**config.mk**
```make
export PLATFORM = sky130hd
export DESIGN_NAME = tm_core_param
export DESIGN_NICKNAME = d
export VERILOG_FILES = /design/src/rtl/tm_core_param.sv
export SDC_FILE = /design/constraint.sdc
export NUM_CORES = 1
export LEC_CHECK = 0
export ABC_CLOCK_PERIOD_IN_PS = 4700
export CORE_MARGIN = 2
export CORE_UTILIZATION = 47
export DETAILED_ROUTE_END_ITERATION = 10
export DONT_BUFFER_PORTS = 1
export PLACE_DENSITY_LB_ADDON = 0.1
export SETUP_SLACK_MARGIN = 0.2
export SYNTH_ARGS = -nofsm -noshare
export SYNTH_HDL_FRONTEND = slang
export SYNTH_SLANG_ARGS = --single-unit
```
**constraint.sdc**
```tcl
create_clock -name clock -period 4.7 [get_ports clock]
set_input_delay 0.705 -clock clock [delete_from_list [all_inputs] [get_ports clock]]
set_output_delay 0.705 -clock clock [all_outputs]
set_load 0.05 [all_outputs]
```
**src/rtl/tm_core_param.sv**
```systemverilog
// Parametrised Turing-machine core: internal rule table and tape, load ports, free-run/step modes.
// Optional step-limit timeout is compiled in when TM_STEP_LIMIT_EN is defined.
module tm_core_param #(
  parameter int unsigned SW = 2,
  parameter int unsigned NS = 8,
  parameter int unsigned TL = 32,
  parameter int unsigned CW = 16,
  localparam int unsigned SAW = $clog2(NS),
  localparam int unsigned TAW = $clog2(TL)
) (
  input  logic           clock,
  input  logic           Reset_n,
  input  logic           rule_we,
  input  logic [SAW-1:0] rule_state,
  input  logic [SW-1:0]  rule_sym,
  input  logic [SW-1:0]  rule_wsym,
  input  logic [1:0]     rule_dir,
  input  logic [SAW-1:0] rule_next,
  input  logic           rule_halt,
  input  logic           tape_we,
  input  logic [TAW-1:0] tape_addr,
  input  logic [SW-1:0]  tape_wdata,
  output logic [SW-1:0]  tape_rdata,
  input  logic           start,
  input  logic [TAW-1:0] start_pos,
  input  logic           step_mode,
  input  logic           step,
  input  logic [CW-1:0]  step_limit,
  output logic           busy,
  output logic           halted,
  output logic           fault,
  output logic           timeout,
  output logic [SAW-1:0] cur_state,
  output logic [TAW-1:0] head_pos,
  output logic [CW-1:0]  step_count
);

  localparam int unsigned RW = 1 + SAW + 2 + SW;
  localparam int unsigned RN = 2 ** (SAW + SW);

  typedef struct packed {
    logic           halt;
    logic [SAW-1:0] nxt;
    logic [1:0]     dir;
    logic [SW-1:0]  wsym;
  } rule_t;

  // Unprogrammed entries halt.
  localparam rule_t RuleReset = rule_t'({1'b1, {(RW - 1){1'b0}}});

  typedef enum logic [2:0] {
    StIdle,
    StFetch,
    StExec,
    StPause,
    StHalt,
    StFault
  } state_e;

  state_e        state;
  rule_t         rules [RN];
  logic [SW-1:0] tape [TL];
  rule_t         rule_q;

  rule_t         fetched;
  rule_t         rule_wr;
  logic          move_left;
  logic          move_right;
  logic          edge_fault;
  logic [CW-1:0] cnt_inc;
  logic          limit_hit;

  assign tape_rdata = tape[tape_addr];
  assign fetched    = rules[{cur_state, tape[head_pos]}];
  assign rule_wr    = '{halt: rule_halt, nxt: rule_next, dir: rule_dir, wsym: rule_wsym};

  always_comb begin
    move_right = (rule_q.dir == 2'b01);
    move_left  = (rule_q.dir == 2'b10);
    edge_fault = (move_left && (head_pos == '0)) ||
                 (move_right && (head_pos == TAW'(TL - 1)));
    cnt_inc    = (step_count == '1) ? step_count : step_count + CW'(1);
  end

`ifdef TM_STEP_LIMIT_EN
  assign limit_hit = (step_limit != '0) && (cnt_inc == step_limit);
`else
  logic unused_step_limit;
  assign unused_step_limit = ^step_limit;
  assign limit_hit = 1'b0;
`endif

  always_ff @(posedge clock or negedge Reset_n) begin
    if (!Reset_n) begin
      state      <= StIdle;
      rules      <= '{default: RuleReset};
      tape       <= '{default: '0};
      rule_q     <= RuleReset;
      busy       <= 1'b0;
      halted     <= 1'b0;
      fault      <= 1'b0;
      timeout    <= 1'b0;
      cur_state  <= '0;
      head_pos   <= '0;
      step_count <= '0;
    end else begin
      unique case (state)
        StIdle, StHalt, StFault: begin
          if (rule_we) rules[{rule_state, rule_sym}] <= rule_wr;
          if (tape_we) tape[tape_addr] <= tape_wdata;
          if (start) begin
            state      <= StFetch;
            cur_state  <= '0;
            head_pos   <= start_pos;
            step_count <= '0;
            busy       <= 1'b1;
            halted     <= 1'b0;
            fault      <= 1'b0;
            timeout    <= 1'b0;
          end
        end
        StFetch: begin
          rule_q <= fetched;
          if (fetched.halt) begin
            state  <= StHalt;
            busy   <= 1'b0;
            halted <= 1'b1;
          end else begin
            state <= StExec;
          end
        end
        StExec: begin
          tape[head_pos] <= rule_q.wsym;
          cur_state      <= rule_q.nxt;
          step_count     <= cnt_inc;
          if (edge_fault) begin
            state <= StFault;
            busy  <= 1'b0;
            fault <= 1'b1;
          end else begin
            if (move_right) head_pos <= head_pos + TAW'(1);
            else if (move_left) head_pos <= head_pos - TAW'(1);
            if (limit_hit) begin
              state   <= StHalt;
              busy    <= 1'b0;
              halted  <= 1'b1;
              timeout <= 1'b1;
            end else if (step_mode) begin
              state <= StPause;
            end else begin
              state <= StFetch;
            end
          end
        end
        StPause: begin
          if (step || !step_mode) state <= StFetch;
        end
        default: state <= StIdle;
      endcase
    end
  end

endmodule

```
== Word-level counts from Yosys, hierarchy flattened ==
Index checks and enable logic that the tools add are counted.
Word-level totals
  word-level logic and storage cells: 269
  register bits: 357
  bits in read-only memories: 0
  bits of input ports: 48
  output and inout bits: 30
  memories: 0
  bits in latches: 0
  bits in writable memories: 0
Cells by class
  muxes and demuxes: 45
  reductions and logical operators: 23
  div/mod/pow operators: 0
  multipliers: 0
  shift-type cells: 0
  bitwise operators: 4
  add/sub/neg operators: 3
  equal/unequal tests: 17
  order comparisons: 7
Operator list (number)
  256-bit bitwise mux: 1
  64-bit bitwise mux: 2
  64-bit case mux with 2 select lines: 1
  64-bit two-way mux: 1
  8-bit binary-select mux with 5-bit select: 1
  8-bit demux with 5-bit select: 1
  16-bit two-way mux: 2
  16-bit case mux with 2 select lines: 1
  6-bit >= comparator, second input constant: 4
  8-bit two-way mux: 3
  5-bit inverter with 6-bit output: 4
  2-bit binary-select mux with 5-bit select: 2
  2-bit demux with 5-bit select: 2
  5-bit two-way mux: 4
  6-bit by 1-bit < comparator with 1-bit output, second input constant: 3
  16-bit by 1-bit adder with 16-bit output, second input constant: 1
  16-bit equality test, second input constant: 1
  3-bit two-way mux: 5
  2-bit two-way mux: 7
  2-bit != test, second input constant: 7
  3-bit case mux with 4 select lines: 1
  5-bit case mux with 2 select lines: 1
  3-bit AND reduction: 3
  2-bit AND reduction: 4
  other kinds (22): 37

== Depth between registers and ports, before layout ==
Gate-level depths: netlist of run 1.
  depth in word-level cells: 10
  mapped depth: 16
  gate-level depth less buffers: 10

== Worst setup path after synthesis of run 1 ==
No wires, ideal clock.
  kind: input port to output port
  from: input tape_addr[0]
  to: output tape_rdata[0]
  stages on the path: 5
  arrival time: 2.913 ns
  setup slack: 1.082 ns
  buffers on the path: 2
  data required time: 3.995 ns
  cell sequence: clkbuf_1 > clkbuf_1 > mux4_2 > a22oi_1 > nand4_1
On the way
  cells in the longest elaborated chain, start to end: 4
Ends and longest elaborated chain
  start: declaration: line 21  | input logic [TAW-1:0] tape_addr,
  5-bit inverter with 6-bit output (implied by the code): line 73  | assign tape_rdata = tape[tape_addr];
  2-bit binary-select mux with 5-bit select: line 73
  2-bit two-way mux (implied by the code) (2 in a row): line 73
  end: declaration: line 23  | output logic [SW-1:0] tape_rdata,
Every way passes these cells. The select of a mux whose other input is x is not followed.

== Worst setup path after layout of run 1 ==
  from: register head_pos[0]
  to: register rule_q[2] (netlist name)
On the way
  cells in the longest elaborated chain, start to end: 8
Ends and longest elaborated chain
  start: declaration: line 34  | output logic [TAW-1:0] head_pos,
  start signal: assignment: line 114  | head_pos <= start_pos;
  start signal: assignment: line 141  | if (move_right) head_pos <= head_pos + TAW'(1);
  start signal: assignment: line 142  | else if (move_left) head_pos <= head_pos - TAW'(1);
  5-bit inverter with 6-bit output (implied by the code): line 74  | assign fetched = rules[{cur_state, tape[head_pos]}];
  2-bit binary-select mux with 5-bit select: line 74
  2-bit two-way mux (implied by the code) (2 in a row): line 74
  5-bit inverter with 6-bit output (implied by the code): line 74
  8-bit binary-select mux with 5-bit select: line 74
  8-bit two-way mux (implied by the code) (2 in a row): line 74
  end signal: assignment: line 98  | rule_q <= RuleReset;
  end signal: assignment: line 123  | rule_q <= fetched;
  end: declaration: line 63  | rule_t rule_q;
Every way passes these cells. The select of a mux whose other input is x is not followed.
A chain may end at the register's enable or synchronous reset.

==> out/summary.md, run 1 <==
For this run, the top clock speed supported by timing is 0.242 GHz. The detailed-route via count was 14200. The synthesized design contains 357 register bits. At the placement stage, the worst setup path has a slack of 0.644 ns.

The tool flagged a number of max-cap violations equal to 0. The count of cells resized by post-cts repair was 0. The floorplan step defined a die boundary enclosing 41300 um^2. Global routing finished with a remaining overflow of 0. The async set or reset register ratio after synthesis is 100%, and the number of enable-type register cells in the synthesized netlist is 0. Counting along the longest clock path gives a buffer depth of 3. The run gives -0.162 ns as the worst slack on hold paths. The instance count after placement with tap cells included came out at 2220. The horizontal die dimension came out at 203 um. For the total of endpoints with negative setup slack in the final report, the log shows 0. In the post-synthesis netlist, the cell with the most instances is sky130_fd_sc_hd__nand2_1. The count of synthesis-stage warnings from yosys was 0; the proportion of netlist area held by the largest area contributor was 43.6%. For this configuration, the core starts out at a cell density of 47.9%. TritonCTS created 41 clock buffers. In the final layout, the share of cells above drive strength 1 is 24.3%.

The final-stage net count was 1800. The I/O pin count is 78. The layout has 3512 filler cells. The number of max-slew violations in the final report came out at 0. Subtracting the final worst setup slack from the clock period gives 4.13 ns. After synthesis, the largest family of logic cells by area is multiplexers.

By area the synthesized netlist is led by sky130_fd_sc_hd__dfrtp_1 44%, sky130_fd_sc_hd__mux2_2 16%, sky130_fd_sc_hd__nand2_1 6.6%. The tree is rooted in a sky130_fd_sc_hd__clkbuf_16. In this run the post-CTS setup repair buffer count came out at 0.

Type of origin of the critical path: a flop. The static leakage came out at 8.74 nW. The number of H-tree branching levels was 2. For this block, the initial DRC count from the detailed router was 1172. The proportion of synthesized area in mux cells works out to 20.6%. The met1 layer wirelength in the final routing is 24.0 mm, and the clock latency at the later pin of the worst-skew pair is 0.57 ns. By count the netlist is led by 327 x sky130_fd_sc_hd__nand2_1, 325 x sky130_fd_sc_hd__dfrtp_1, 260 x sky130_fd_sc_hd__mux2_2, 102 x sky130_fd_sc_hd__nor2_1, 94 x sky130_fd_sc_hd__nand3_1.

For the number of global-route vias before repair, the log shows 14000. The critical path goes through buf_4 > mux2i_1 > o221ai_1 > a22o_1 > nor2_4 > buf_12 > nand2_1 > a32oi_1 > nand3_1 > a21oi_1 > a211o_1. Global routing used 26.5% of the available tracks across all layers. Setup repair after global routing left no endpoint under its margin. For the pin with the worst max-slew slack, the measured transition is 1.27 ns. The min-delay analysis places its worst path in the category in2async. The number of different library cells used by synthesis comes to 64. Summing the areas of all and, or, nand and nor instances in the mapped netlist gives 15.0% of the synthesized area. Counting every net in the synthesized netlist gives 1836. The final reports fail on negative hold slack. The logs give 0 for the antenna diode instance count and 358 for the maximum number of pins on one net before global-route repair. In the routed layout, each cell is associated on average with a via count of 6.19. The average instance area after synthesis was 10.5 um^2; the last weighted congestion value of the routability-driven placer was 0.860.

Compared with the post-synthesis result, the final layout area differs by 9.96%. The remaining number of nets flagged by the antenna check after routing was 0; the half-perimeter wire length of the detailed placement result was 33.6 mm. The mapped netlist covers 18600 um^2. Gate count of the mapped netlist: 1781. The non-filler instance count after layout was 2295; the maximum net fanout on the critical path was 25.

The uppermost layer routed was met4. The total power after layout was 0.0138 W. After detailed routing, the number of remaining DRC violations is 0. The cell family contributing the most delay on the critical path is compound AO/OA/AOI/OAI gates. In this run the vertical extent of the chip is 203 um.

For this run, the register share of the synthesized area comes to 48.2%. The run gives 6 as the number of iterations in the first detailed-routing pass. Across all register-to-register paths, the minimum setup slack is 0.57 ns. The length of routed met3 wiring is 4.26 mm. Overall routed net length: 54.0 mm. STA classifies the critical path endpoint as a flop. The top cell type by total area after synthesis is sky130_fd_sc_hd__dfrtp_1.

IR analysis of the VDD net gives a maximum drop of 0.390 mV. TritonCTS built the clock tree. The cell with the biggest individual delay on the critical path was sky130_fd_sc_hd__dfrtp_2.

In the finished design, the share of the clock period the worst path needs comes to 87.8%. For this run, the leading register cell type out of synthesis is sky130_fd_sc_hd__dfrtp_1. The xor and xnor fraction of the mapped netlist area works out to 0.564%. Summing the areas of all compound-gate instances in the mapped netlist gives 11.8% of the synthesized area.

Once layout is complete, the utilization of the core stands at 52.6%. Across all setup checks in the final design, the least slack found is 0.575 ns. The tools report the clock sink total as 357. For the initial antenna violation count, the log shows 1. After detailed routing, the average wire length per cell comes to 23.5 um. The total length of routed met2 wires is 24.4 mm, and the worst path arrival time is 4.63 ns. The critical path in this run is classified as reg2reg.

The logs give 49 for the number of failing hold endpoints at the final stage and 5.21 ns for the critical path required time. For this design the ratio of total power to cell area is 672 nW/um^2. The number of buffers and inverters on the critical path is 2. In this run the tightest slew margin relative to its limit is 15.6%. During placement, the flow inserted port buffers numbering 0.

The core region is 38900 um^2. After floorplanning, the core was divided into 72 placement rows. The first global-routing pass estimated 84.0 mm of wire. The clock transition at the registers of the reported paths came out at 0.06 ns. For this run, the slowest stage of the critical path takes 0.85 ns. Setup total negative slack on the finished layout was measured at 0 ns. The run finished, with violations left.

The area share of fa/ha/maj cells after synthesis works out to 0.510%. Final clock skew: 0.0138 ns.
-- power breakdown --
| group | total, W | switching (W) | internal [W] |
|---|---|---|---|
| clock | 0.00319 | 0.00131 | 0.00189 |
| sequential | 0.00483 | 0.000791 | 0.00403 |
| combinational | 0.00575 | 0.00353 | 0.00221 |
-- cells by family (layout without fill, tap and decap cells) --
family | after synthesis | count (layout)
adders and majority gates | 7 | 7
muxes | 331 | 331
buffers and inverters | 138 | 134
and+or+nand+nor | 633 | 633
AOI/OAI and AO/OA | 302 | 302
DFF | 357 | 357
xor gates and xnor gates | 12 | 12
other | 1 | 1
-- layout make-up --
cell class / instances / area [um^2] / area share [%]
clock buffers: 72 / 1320 / 6.42
flip-flops and latches: 357 / 8970 / 43.8
multi-input cells: 1286 / 9080 / 44.3
well taps: 518 / 648 / 3.16
inverters: 11 / 41.3 / 0.202
clock inverters: 3 / 21.3 / 0.104
repair buffers: 48 / 410 / 2.00
-- through the flow --
step                hold slack [ns]  instance area (um^2)
floorplan                     0.409                 18600
global route                 -0.183                 20500
CTS                          -0.187                 20500
finish                       -0.162                 20500
global placement              0.417                 19200
detailed placement            0.424                 19200
-- layer usage --
metal / global-route usage (%) / up-vias
met5: 0 / -
met4: 7.74 / 0
met3: 6.12 / 101
met2: 41.2 / 511
met1: 37.0 / 7225
li1: - / 6379
-- path summary, 6_finish.rpt --
kind,start,endpoint,cells past startpoint
worst max-delay path,head_pos[0]$_DFFE_PN0P_,rule_q[2]$_DFFE_PN0P_,11
worst min-delay path,Reset_n,tape[21]$_DFFE_PN0P_,0
worst max register to register,head_pos[0]$_DFFE_PN0P_,rule_q[2]$_DFFE_PN0P_,11
worst min register to register,rule_q[5]$_DFFE_PN0P_,cur_state[1]$_DFFE_PN0P_,2
max in group asynchronous,Reset_n,rules[96]$_DFFE_PN0P_,0
min in group clock,start_pos[0],head_pos[0]$_DFFE_PN0P_,2
-- registers in the layout (all words and copies together) (netlist names), 3 cells and up --
register / flops
head_pos: 5
step_count: 16
tape: 64
rules: 256
state: 3
rule_q: 7
cur_state: 3
-- layout by cell type (no fill, tap or decap), drive strengths merged, types with 4 or more instances in the layout --
cell type,Yosys,layout
a211o,7,7
a211oi,8,8
a21oi,20,20
a221o,5,5
a221oi,4,4
a22o,4,4
a22oi,17,17
a31oi,31,31
a32oi,23,23
and3,10,10
and3b,5,5
buf,38,48
clkbuf,89,72
dfrtp,325,325
dfstp,32,32
ha,6,6
inv,11,12
mux2,262,262
mux2i,53,53
mux4,16,16
nand2,328,328
nand2b,6,6
nand3,94,94
nand3b,6,6
nand4,21,21
nor2,103,103
nor2b,16,16
nor3,19,19
nor3b,7,7
o21a,33,33
o21ai,67,67
o221ai,37,37
o22a,31,31
or3,7,7
or3b,4,4
xnor2,7,7
xor2,5,5
(Power assumes the default switching activity.)
==> run 2, diff against run 1 <==
- ABC_CLOCK_PERIOD_IN_PS: 4700 -> unset
- CORE_MARGIN: 2 -> 8
- MAX_ROUTING_LAYER: unset -> met4
==> run 2 against run 1 <==
  * The flow still finishes with violations (negative hold slack)
  * Final area about the same
  * Critical path type unchanged
  * Core utilization shrank 0.69 points
  * Non-clock buffer count decreased by 5
  * Highest routed layer unchanged
  * Via count fell by 1.5%
  * Routed wire length about the same
  * Clock skew rose by 0.0049 ns
  * Fmax grew 3.9%
  * Sequential power hardly changed
==> out/summary.md, run 2 (synthesis results as in run 1) <==
The tools report the last weighted congestion value of the routability-driven placer as 0.886. The tree is rooted in a sky130_fd_sc_hd__clkbuf_16. The tools report the number of global-route vias before repair as 13900.

The cell with the biggest individual delay on the critical path is sky130_fd_sc_hd__dfrtp_2. Clock tree synthesis inserted a total of 42 buffers. For this run, the top clock speed supported by timing is 0.252 GHz. The worst slack on hold paths came out at -0.175 ns. The tools report the end of the worst register-to-register path as halted$_DFFE_PN0P_. The tools report the initial antenna violation count as 0. Clock-pin slew was measured on the worst setup and hold paths at 0.06 ns. The core footprint was 39500 um^2; the detailed-route wire length per cell was 23.5 um. The count of buffers added on input and output ports is 0. Setup repair after global routing left no endpoint under its margin. From left edge to right edge, the die measures 215 um.

The logs give 8.74 nW for the static leakage and 358 for the maximum number of pins on one net before global-route repair. Among the stages of the critical path, the cell type that occurs most often is sky130_fd_sc_hd__buf_4. The run finished, with violations left. VDD sags by at most 0.433 mV.

In the global route stage, met3 resource usage came out at 5.72%. The final layout contains 1796 nets. Of all nets on the critical path, the largest fanout is 30.

Compared with the post-synthesis result, the final layout area differs by 10.0%. After layout, the worst setup slack is 0.729 ns. Leaving out fill and tap cells, the most frequent cells in the layout are 327 x sky130_fd_sc_hd__nand2_1, 324 x sky130_fd_sc_hd__dfrtp_1, 260 x sky130_fd_sc_hd__mux2_2.

At the pin with the least slew margin, the transition time is 1.44 ns. The logs give 36.2% for the met2 capacity usage during global routing and 54.0 mm for the overall routed net length. The routed layout has 14000 vias.

In this run the tightest slew margin relative to its limit is 4.23%. In this run, the number of DRC markers left after iteration 0 of detailed routing was 1391. The pre-antenna-repair detailed-routing pass consisted of 5 iterations. The run gives 48 as the number of failing hold endpoints at the final stage.

In this run the worst hold path is classified as in2async. Once the floorplan was initialized, standard cells occupied 47.2% of the core. Endpoint kind of the worst setup timing path: a flop. The first global-routing pass estimated 84.3 mm of wire. No sink is reached through more buffers than the 3 on the longest clock path. The half-perimeter wire length of the detailed placement result is 33.7 mm, and the final clock skew is 0.0187 ns. Setup violations remaining at the end of the flow were counted as 0. The flip-flop count of the largest register after layout is 256. After detailed routing, the number of vias per cell comes to 6.09. The register name with the most flops was rules. Clock latency at the later pin of the worst-skew pair: 0.58 ns.

In the routed design, unresolved DRC markers number 0. The clock net in this run drives a total of 357 sinks. The clock period could shrink to 3.97 ns. The repair_antennas step left the layout with diodes totalling 0. Traced cell by cell, the critical path runs through buf_4 > mux2_2 > a221o_1 > a22oi_4 > nand2_4 > buf_4 > mux2i_1 > a32oi_1 > and3_1 > a311oi_2 > o22ai_1. STA puts the critical path data arrival time at 4.37 ns. Leaving out fill and tap cells, the most frequent cell in the layout is sky130_fd_sc_hd__nand2_1.

The logs give 0.734 ns for the worst setup timing slack at the placement stage and 5.10 ns for the critical path required time. The logs give 3591 for the number of inserted filler cells in the final layout and 23.8% for the overall track demand over capacity in global routing. The H-tree was split into 2 levels. The worst setup path is launched from a flop. For this run, global-route usage on met1 was measured as 31.5%.

TritonCTS built the clock tree. The tools report the slack of the worst reg-to-reg path as 0.73 ns. The tools report the number of max-slew violations in the final report as 0. In the final layout, the registers with the most flip-flops are rules (256), tape (64), step_count (16).

The die boundary height came out at 215 um. The detail route stage leaves a number of antenna-violating nets equal to 0. For the sum of negative setup slack, the log shows 0 ns.

The ratio of total power to cell area was 672 nW/um^2; the total number of placement rows was 73. Dividing the final minimum period by the clock period gives 84.5%. Measured in cells, the most critical reg-to-reg path has a length of 11. The buffers inserted during post-CTS setup optimization came out at 0.

In this run the critical register-to-register path is launched from head_pos[0]$_DFFE_PN0P_. The largest single stage delay on the critical path is 0.67 ns. During I/O placement, the number of pins put on the boundary was 78. The worst setup path is of the reg2reg kind.

The die covers 46300 um^2. The count of max-cap constraint violations was 0. Global routing finished with a remaining overflow of 0. The share of post-route cells with drive strength above 1 came out at 24.3%. The checks that failed: negative hold slack.

The busiest layer in global routing is met2. The count of cells resized by post-cts repair came out at 0.
[run 2: metal layers]
metal | routed length (um) | vias up | share of wire [%]
met5 | 0 | - | 0
met4 | 1560 | 0 | 2.9
met3 | 4090 | 95 | 7.6
met2 | 24400 | 460 | 45
met1 | 24000 | 7083 | 44
li1 | - | 6358 | -
[run 2: worst max path at each step]
stage / start / endpoint / slack, ns / cells after the start
after CTS: head_pos[0]$_DFFE_PN0P_ / halted$_DFFE_PN0P_ / 0.73 / 11
final: head_pos[0]$_DFFE_PN0P_ / halted$_DFFE_PN0P_ / 0.73 / 11
after global routing: head_pos[0]$_DFFE_PN0P_ / state[2]$_DFFE_PN0P_ / 0.54 / 11
after global placement: head_pos[0]$_DFFE_PN0P_ / busy$_DFFE_PN0P_ / 0.74 / 10
after detailed placement: head_pos[0]$_DFFE_PN0P_ / halted$_DFFE_PN0P_ / 0.73 / 11
after floorplan: tape_addr[0] / tape_rdata[0] / 1.08 / 5
[run 2: area by class of cell]
class                           instances  area, um^2  share of cell area (%)
Clock inverter                          5        71.3                   0.348
Clock buffer                           70        1330                    6.48
Inverter                               11        41.3                   0.201
Tap cell                              525         657                    3.20
Multi-Input combinational cell       1286        9070                    44.2
Timing Repair Buffer                   43         360                    1.76
Sequential cell                       357        8970                    43.8
[run 2: per-stage QoR]
step	area, um^2	power [W]	utilization (%)	std cells	hold WS, ns
detailed placement	19100	0.0105	48.4	2222	0.424
CTS	20500	0.0139	52.0	2297	-0.196
global placement	19100	0.0104	48.4	2222	0.420
floorplan	18600	0.00860	-	1781	0.409
global route	20500	0.0145	52.0	2297	-0.196
finish	20500	0.0138	52.0	2297	-0.175
[run 2: power by group]
part | total, W | internal [W] | switching [W]
Clock | 0.00330 | 0.00198 | 0.00132
Sequential | 0.00483 | 0.00404 | 0.000792
Combinational | 0.00565 | 0.00213 | 0.00352
Total | 0.0138 | 0.00815 | 0.00563
[run 2: critical path, delay by kind of cell, from the launching register on]
| kind | cells | cell delay, ns |
|---|---|---|
| flip-flops | 1 | 0.67 |
| buffers and inverters | 2 | 0.61 |
| multiplexers | 2 | 0.52 |
| AND/OR/NAND/NOR | 2 | 0.60 |
| AO/OA/AOI/OAI | 5 | 1.36 |
